--- src/rtl/mux_scan.sv ---
// mux_scan: channel-scan sequencer for a 4:1 bit multiplexer stage.
// Steps the mux select through every channel set in a latched mask, holds
// each channel for DWELL cycles, samples the mux output at the end of each
// dwell and presents the assembled word with a one-cycle valid pulse.
//
// Ports:
//   clk       - clock, all state on rising edge
//   rst_n     - asynchronous active-low reset
//   start_i   - scan request, level-sampled in IDLE
//   stop_i    - abort request, sampled in SCAN and DONE
//   cont_i    - continuous mode, restart after each completed scan
//   mask_i    - channel enable mask (bit i = channel i), latched at scan start
//   y_i       - mux stage output (combinational from s_o/en_o)
//   s_o       - channel select to the mux
//   en_o      - mux enable
//   data_o    - last completed scan word, 0 for unmasked channels
//   valid_o   - one-cycle pulse when data_o is updated
//   busy_o    - high while scanning or presenting a result
module mux_scan #(
   parameter int unsigned DWELL = 4
) (
   input  logic       clk,
   input  logic       rst_n,
   input  logic       start_i,
   input  logic       stop_i,
   input  logic       cont_i,
   input  logic [3:0] mask_i,
   input  logic       y_i,
   output logic [1:0] s_o,
   output logic       en_o,
   output logic [3:0] data_o,
   output logic       valid_o,
   output logic       busy_o
);

   localparam int unsigned CNT_W = (DWELL > 1) ? $clog2(DWELL) : 1;
   localparam logic [CNT_W-1:0] CNT_RELOAD = CNT_W'(DWELL - 1);

   typedef enum logic [1:0] {
      ST_IDLE = 2'd0,
      ST_SCAN = 2'd1,
      ST_DONE = 2'd2
   } state_e;

   state_e           state_q, state_d;
   logic [1:0]       s_q, s_d;
   logic             en_q, en_d;
   logic [3:0]       data_q, data_d;
   logic             valid_q, valid_d;
   logic             busy_q, busy_d;
   logic [CNT_W-1:0] cnt_q, cnt_d;
   logic [3:0]       mask_q, mask_d;
   logic [3:0]       word_q, word_d;

   logic             nxt_found;
   logic [1:0]       nxt_ch;
   logic [1:0]       low_ch;
   logic [3:0]       word_merged;

   // Lowest set bit of the incoming mask: first channel of a new scan.
   always_comb begin
      low_ch = 2'd0;
      for (int i = 3; i >= 0; i--) begin
         if (mask_i[i]) low_ch = 2'(i);
      end
   end

   // Next higher set bit of the latched mask above the current channel.
   always_comb begin
      nxt_found = 1'b0;
      nxt_ch    = s_q;
      for (int i = 0; i < 4; i++) begin
         if (!nxt_found && mask_q[i] && (32'(i) > 32'(s_q))) begin
            nxt_found = 1'b1;
            nxt_ch    = 2'(i);
         end
      end
   end

   // Shadow word with the current channel's sample merged in.
   always_comb begin
      word_merged      = word_q;
      word_merged[s_q] = y_i;
   end

   // Next-state and registered-output logic.
   always_comb begin
      state_d = state_q;
      s_d     = s_q;
      cnt_d   = cnt_q;
      mask_d  = mask_q;
      word_d  = word_q;
      data_d  = data_q;
      valid_d = 1'b0;
      en_d    = 1'b0;
      busy_d  = 1'b0;

      case (state_q)
         ST_IDLE: begin
            if (start_i && !stop_i && (mask_i != 4'd0)) begin
               state_d = ST_SCAN;
               mask_d  = mask_i;
               word_d  = 4'd0;
               s_d     = low_ch;
               cnt_d   = CNT_RELOAD;
            end
         end
         ST_SCAN: begin
            // Abort wins over a sample falling on the same edge.
            if (stop_i) begin
               state_d = ST_IDLE;
            end else if (cnt_q != '0) begin
               cnt_d = cnt_q - CNT_W'(1);
            end else begin
               word_d = word_merged;
               if (nxt_found) begin
                  s_d   = nxt_ch;
                  cnt_d = CNT_RELOAD;
               end else begin
                  data_d  = word_merged;
                  valid_d = 1'b1;
                  state_d = ST_DONE;
               end
            end
         end
         ST_DONE: begin
            if (cont_i && !stop_i && (mask_i != 4'd0)) begin
               state_d = ST_SCAN;
               mask_d  = mask_i;
               word_d  = 4'd0;
               s_d     = low_ch;
               cnt_d   = CNT_RELOAD;
            end else begin
               state_d = ST_IDLE;
            end
         end
         default: begin
            state_d = ST_IDLE;
         end
      endcase

      // Outputs follow the state being entered so they are registered.
      if (state_d == ST_IDLE) s_d = 2'd0;
      en_d   = (state_d == ST_SCAN);
      busy_d = (state_d != ST_IDLE);
   end

   // State and output registers.
   always_ff @(posedge clk or negedge rst_n) begin
      if (!rst_n) begin
         state_q <= ST_IDLE;
         s_q     <= 2'd0;
         en_q    <= 1'b0;
         data_q  <= 4'd0;
         valid_q <= 1'b0;
         busy_q  <= 1'b0;
         cnt_q   <= '0;
         mask_q  <= 4'd0;
         word_q  <= 4'd0;
      end else begin
         state_q <= state_d;
         s_q     <= s_d;
         en_q    <= en_d;
         data_q  <= data_d;
         valid_q <= valid_d;
         busy_q  <= busy_d;
         cnt_q   <= cnt_d;
         mask_q  <= mask_d;
         word_q  <= word_d;
      end
   end

   assign s_o     = s_q;
   assign en_o    = en_q;
   assign data_o  = data_q;
   assign valid_o = valid_q;
   assign busy_o  = busy_q;

endmodule

--- config.mk ---
export PLATFORM = sky130hd
export DESIGN_NAME = mux_scan
export DESIGN_NICKNAME = d
export VERILOG_FILES = /design/src/rtl/mux_scan.sv
export SDC_FILE = /design/constraint.sdc
export NUM_CORES = 1
export LEC_CHECK = 0
export ABC_AREA = 1
export CORE_MARGIN = 2
export CORE_UTILIZATION = 40
export DETAILED_ROUTE_END_ITERATION = 6
export SLEW_MARGIN = 20
export SYNTH_ARGS = -nofsm -noshare
export SYNTH_HDL_FRONTEND = slang
export SYNTH_SLANG_ARGS = --single-unit
--- constraint.sdc ---
create_clock -name clk -period 1.54 [get_ports clk]
set_input_delay 0.462 -clock clk [delete_from_list [all_inputs] [get_ports clk]]
set_output_delay 0.462 -clock clk [all_outputs]
set_load 0.01 [all_outputs]
==> reports/metrics.cfg <==
[synthesis]
yosys.area_share.simple_pct = 34.8
yosysSeqAreaShare_pct = 46.1
synth.top_cell.area_share_pct = 46.1
synth.area.mux_share_pct = 0
synth_compound_area_share_pct = 11.0
synth_top_cell_by_area = dfrtp_1
yosysWarnings = 0
avgSynthCellArea_um2 = 7.86
synth_top_cells_by_count = nand2_1 (36), dfrtp_1 (20), inv_1 (14), nand2_2 (11), nor2_1 (11)
ys_top_cells_by_area = dfrtp_1 (46%), nand2_1 (12%), nand2_2 (6.3%), inv_1 (4.8%), nand3_1 (4.6%)
synth-main-ff-cell = dfrtp_1
synthArstFlopShare_pct = 100
synth_cells = 138
synth_seq_cells = 20
synth_adder_area_share_pct = 1.15
synth_area_mm2 = 0.00108
synth_fp_nets = 149
synth-edff-count = 0
synth.distinct_cells = 20
synth_top_family_by_area = simple AND/OR/NAND/NOR gates
synth-xor-area-share_pct = 0
yosysMostFrequentCell = nand2_1

[final_layout]
post_route_cells_drive_above_1_share_pct = 29.3
syn2layout_area_growth_pct = 36.1
antenna_cells = 0
nNetsFinal = 187
final_area_mm2 = 0.00148
final_cells = 204

[place]
io_buffers = 18
dp_hpwl_um = 1860
gp_congestion = 0.787
placed_area_mm2 = 0.00140
pre_cts_slack_ps = -288
dpl.cell_count = 199

[floorplan]
die_width_um = 56.1
fp.dieArea_mm2 = 0.00314
ioPinCount = 19
fp.coreArea_mm2 = 0.00252
row_count = 18
start_util_pct = 43.0
chipHeight_um = 56.1

[sta]
worstMarginPinSlew_ps = 362
period_minus_slack_ps = 1480
hold_violations = 0
slew_viol_final = 0
min_period_over_period_pct = 96.1
fin_ws_ps = 60.7
fin_hold_ws_ps = 483
clock.fmax_mhz = 676
slew_headroom_pct = 75.8
setup_violations = 0
grt_setup_unrepaired = no
finClkSkew_ps = 3.47

[clock_network]
cts.sinks = 20
htree_levels = 1
cts_root_buf = clkbuf_4
tritoncts = built
cts.clk_slew.worst_paths_ps = 100
cts_buffer_depth = 2
cts_buffers = 3
clock_latency_ps = 290

[power]
p_leak_nw = 0.845
p_per_area_mw_per_mm2 = 1210
total_power_w = 0.00178
max-vdd-ir-drop_v = 0.000823

[worst_setup_path]
crit_required_ps = 1770
cp_data_arrival_time_ps = 1700
cpMaxStageDelayCell = clkdlybuf4s50_1
start_kind = input pin
cp-end-kind = flip-flop
path_max_fanout = 6
path_cells = clkdlybuf4s50_1 > inv_1 > nor2_2 > nand2_1 > nand2_2 > nand3_4 > nor2_4 > nand3_2 > o21ai_1
r2r_cells = 9
critical_path.top_delay_family = simple AND/OR/NAND/NOR gates
critPathBufInv = 2
path_depth = 9
crit_type = in -> reg
slowest_delay_ps = 460

[global_routing]
grt_max_degree = 21
gr-usage-all-layers_pct = 17.1
grt_pass1_vias = 1007
antenna_found_initial = 0
gr-total-overflow = 0
grt_pass1_wl_um = 4260

[flow_run]
drv_cap = 0

[min_path]
whs_path_depth = 2
hp-class = reg -> reg

[drt]
viasPerCell = 4.84
wl_um = 2370
drt_iter0_drc = 18
drc_errors = 0
post_drt_wl_per_cell_um = 11.6
drtAntennaViolNets = 0
firstDrtPassIters = 4
vias = 987

[run_status]
status = completed

[area by class of cell]
type	count	area [um^2]
clock buffers	3	22.5
fillers	250	1050
inverters	20	75.1
multi-input cells	98	543
flip-flops and latches	20	502
well taps	30	37.5
repair buffers	33	297
[per-layer routing]
layer	routed length, um	vias to the layer above	part of all wire (%)	track usage, %
met5	0	-	0	0
met4	15	0	0.63	4.42
met3	112	2	4.7	4.19
met2	1160	25	49	29.9
met1	1080	448	45	21.0
li1	-	512	-	-
[logic make-up after synthesis]
family	count (synthesis)
buffers and inverters	20
DFF	20
AOI/OAI and AO/OA	21
and+or+nand+nor	76
adders and majority gates	1
[state kept, by name, summed over array words and instances, names as in the netlist]
register / flops
state_q: 2
s_o: 2
cnt_q: 2
data_o: 4
valid_o: 1
mask_q: 3
en_o: 1
busy_o: 1
word_q: 4
[timing repair]
item / 4_1_cts / 5_1_grt
resized for setup: 10 / 17
hold buffers: 0 / 0
setup endpoints to repair: 9 / 12
buffers inserted: 2 / 0
pin swaps: 0 / 6
[worst register-to-register path: cells and delay by family (launching register included)]
| kind | cells | cell delay (ps) |
|---|---|---|
| and+or+nand+nor | 7 | 550 |
| DFF | 1 | 410 |
| AOI/OAI and AO/OA | 1 | 190 |
| buffers and inverters | 1 | 160 |
[path summary, 6_finish.rpt]
path,slack (ps),endpoint,start
setup / recovery,60,word_q[2]$_DFFE_PN0P_,start_i
hold reg to reg,480,data_o[1]$_DFFE_PN0P_,data_o[1]$_DFFE_PN0P_
hold / removal,480,data_o[1]$_DFFE_PN0P_,data_o[1]$_DFFE_PN0P_
min in group asynchronous,500,state_q[0]$_DFF_PN0_,rst_n
setup reg to reg,120,s_o[1]$_DFFE_PN0P_,s_o[1]$_DFFE_PN0P_
max in group asynchronous,820,s_o[1]$_DFFE_PN0P_,rst_n
[where the power goes]
| group | switching, W | leakage [nW] | internal [W] |
|---|---|---|---|
| registers | 0.0000644 | 0.261 | 0.000658 |
| logic | 0.000496 | 0.570 | 0.000326 |
| clock network | 0.000146 | 0.0138 | 0.0000910 |
| total | 0.000707 | 0.845 | 0.00108 |
[cell usage in the layout, fill, tap and decap left out]
cell type,synthesis,final
nand2_1,36,36
dfrtp_1,20,19
buf_4,0,15
inv_1,14,13
nand2_2,11,11
nor2_1,11,9
dlygate4sd2_1,0,9
o21ai_0,10,8
inv_2,6,7
nand3_1,10,7
dlymetal6s2s_1,0,6
nor2_4,2,4
o21ai_1,3,4
nor2_2,3,3
nand3_2,0,3
a21oi_1,3,3
clkbuf_4,0,3
clkdlybuf4s50_1,0,3
o2111ai_1,2,2
nand4_2,1,1
nand2_4,1,1
nand3_4,1,1
a31oi_1,1,1
o21ai_2,0,1
o21a_1,1,1
o31ai_1,1,1
ha_1,1,1
dfrtp_2,0,1
[per-stage QoR]
stage,util (%),setup TNS [ps]
detailed placement,55.5,-3320
floorplan,-,0
global placement,55.5,-3120
finish,58.5,0
global route,58.5,0
CTS,56.6,0
Note: power is estimated with default switching activity, not from simulation.
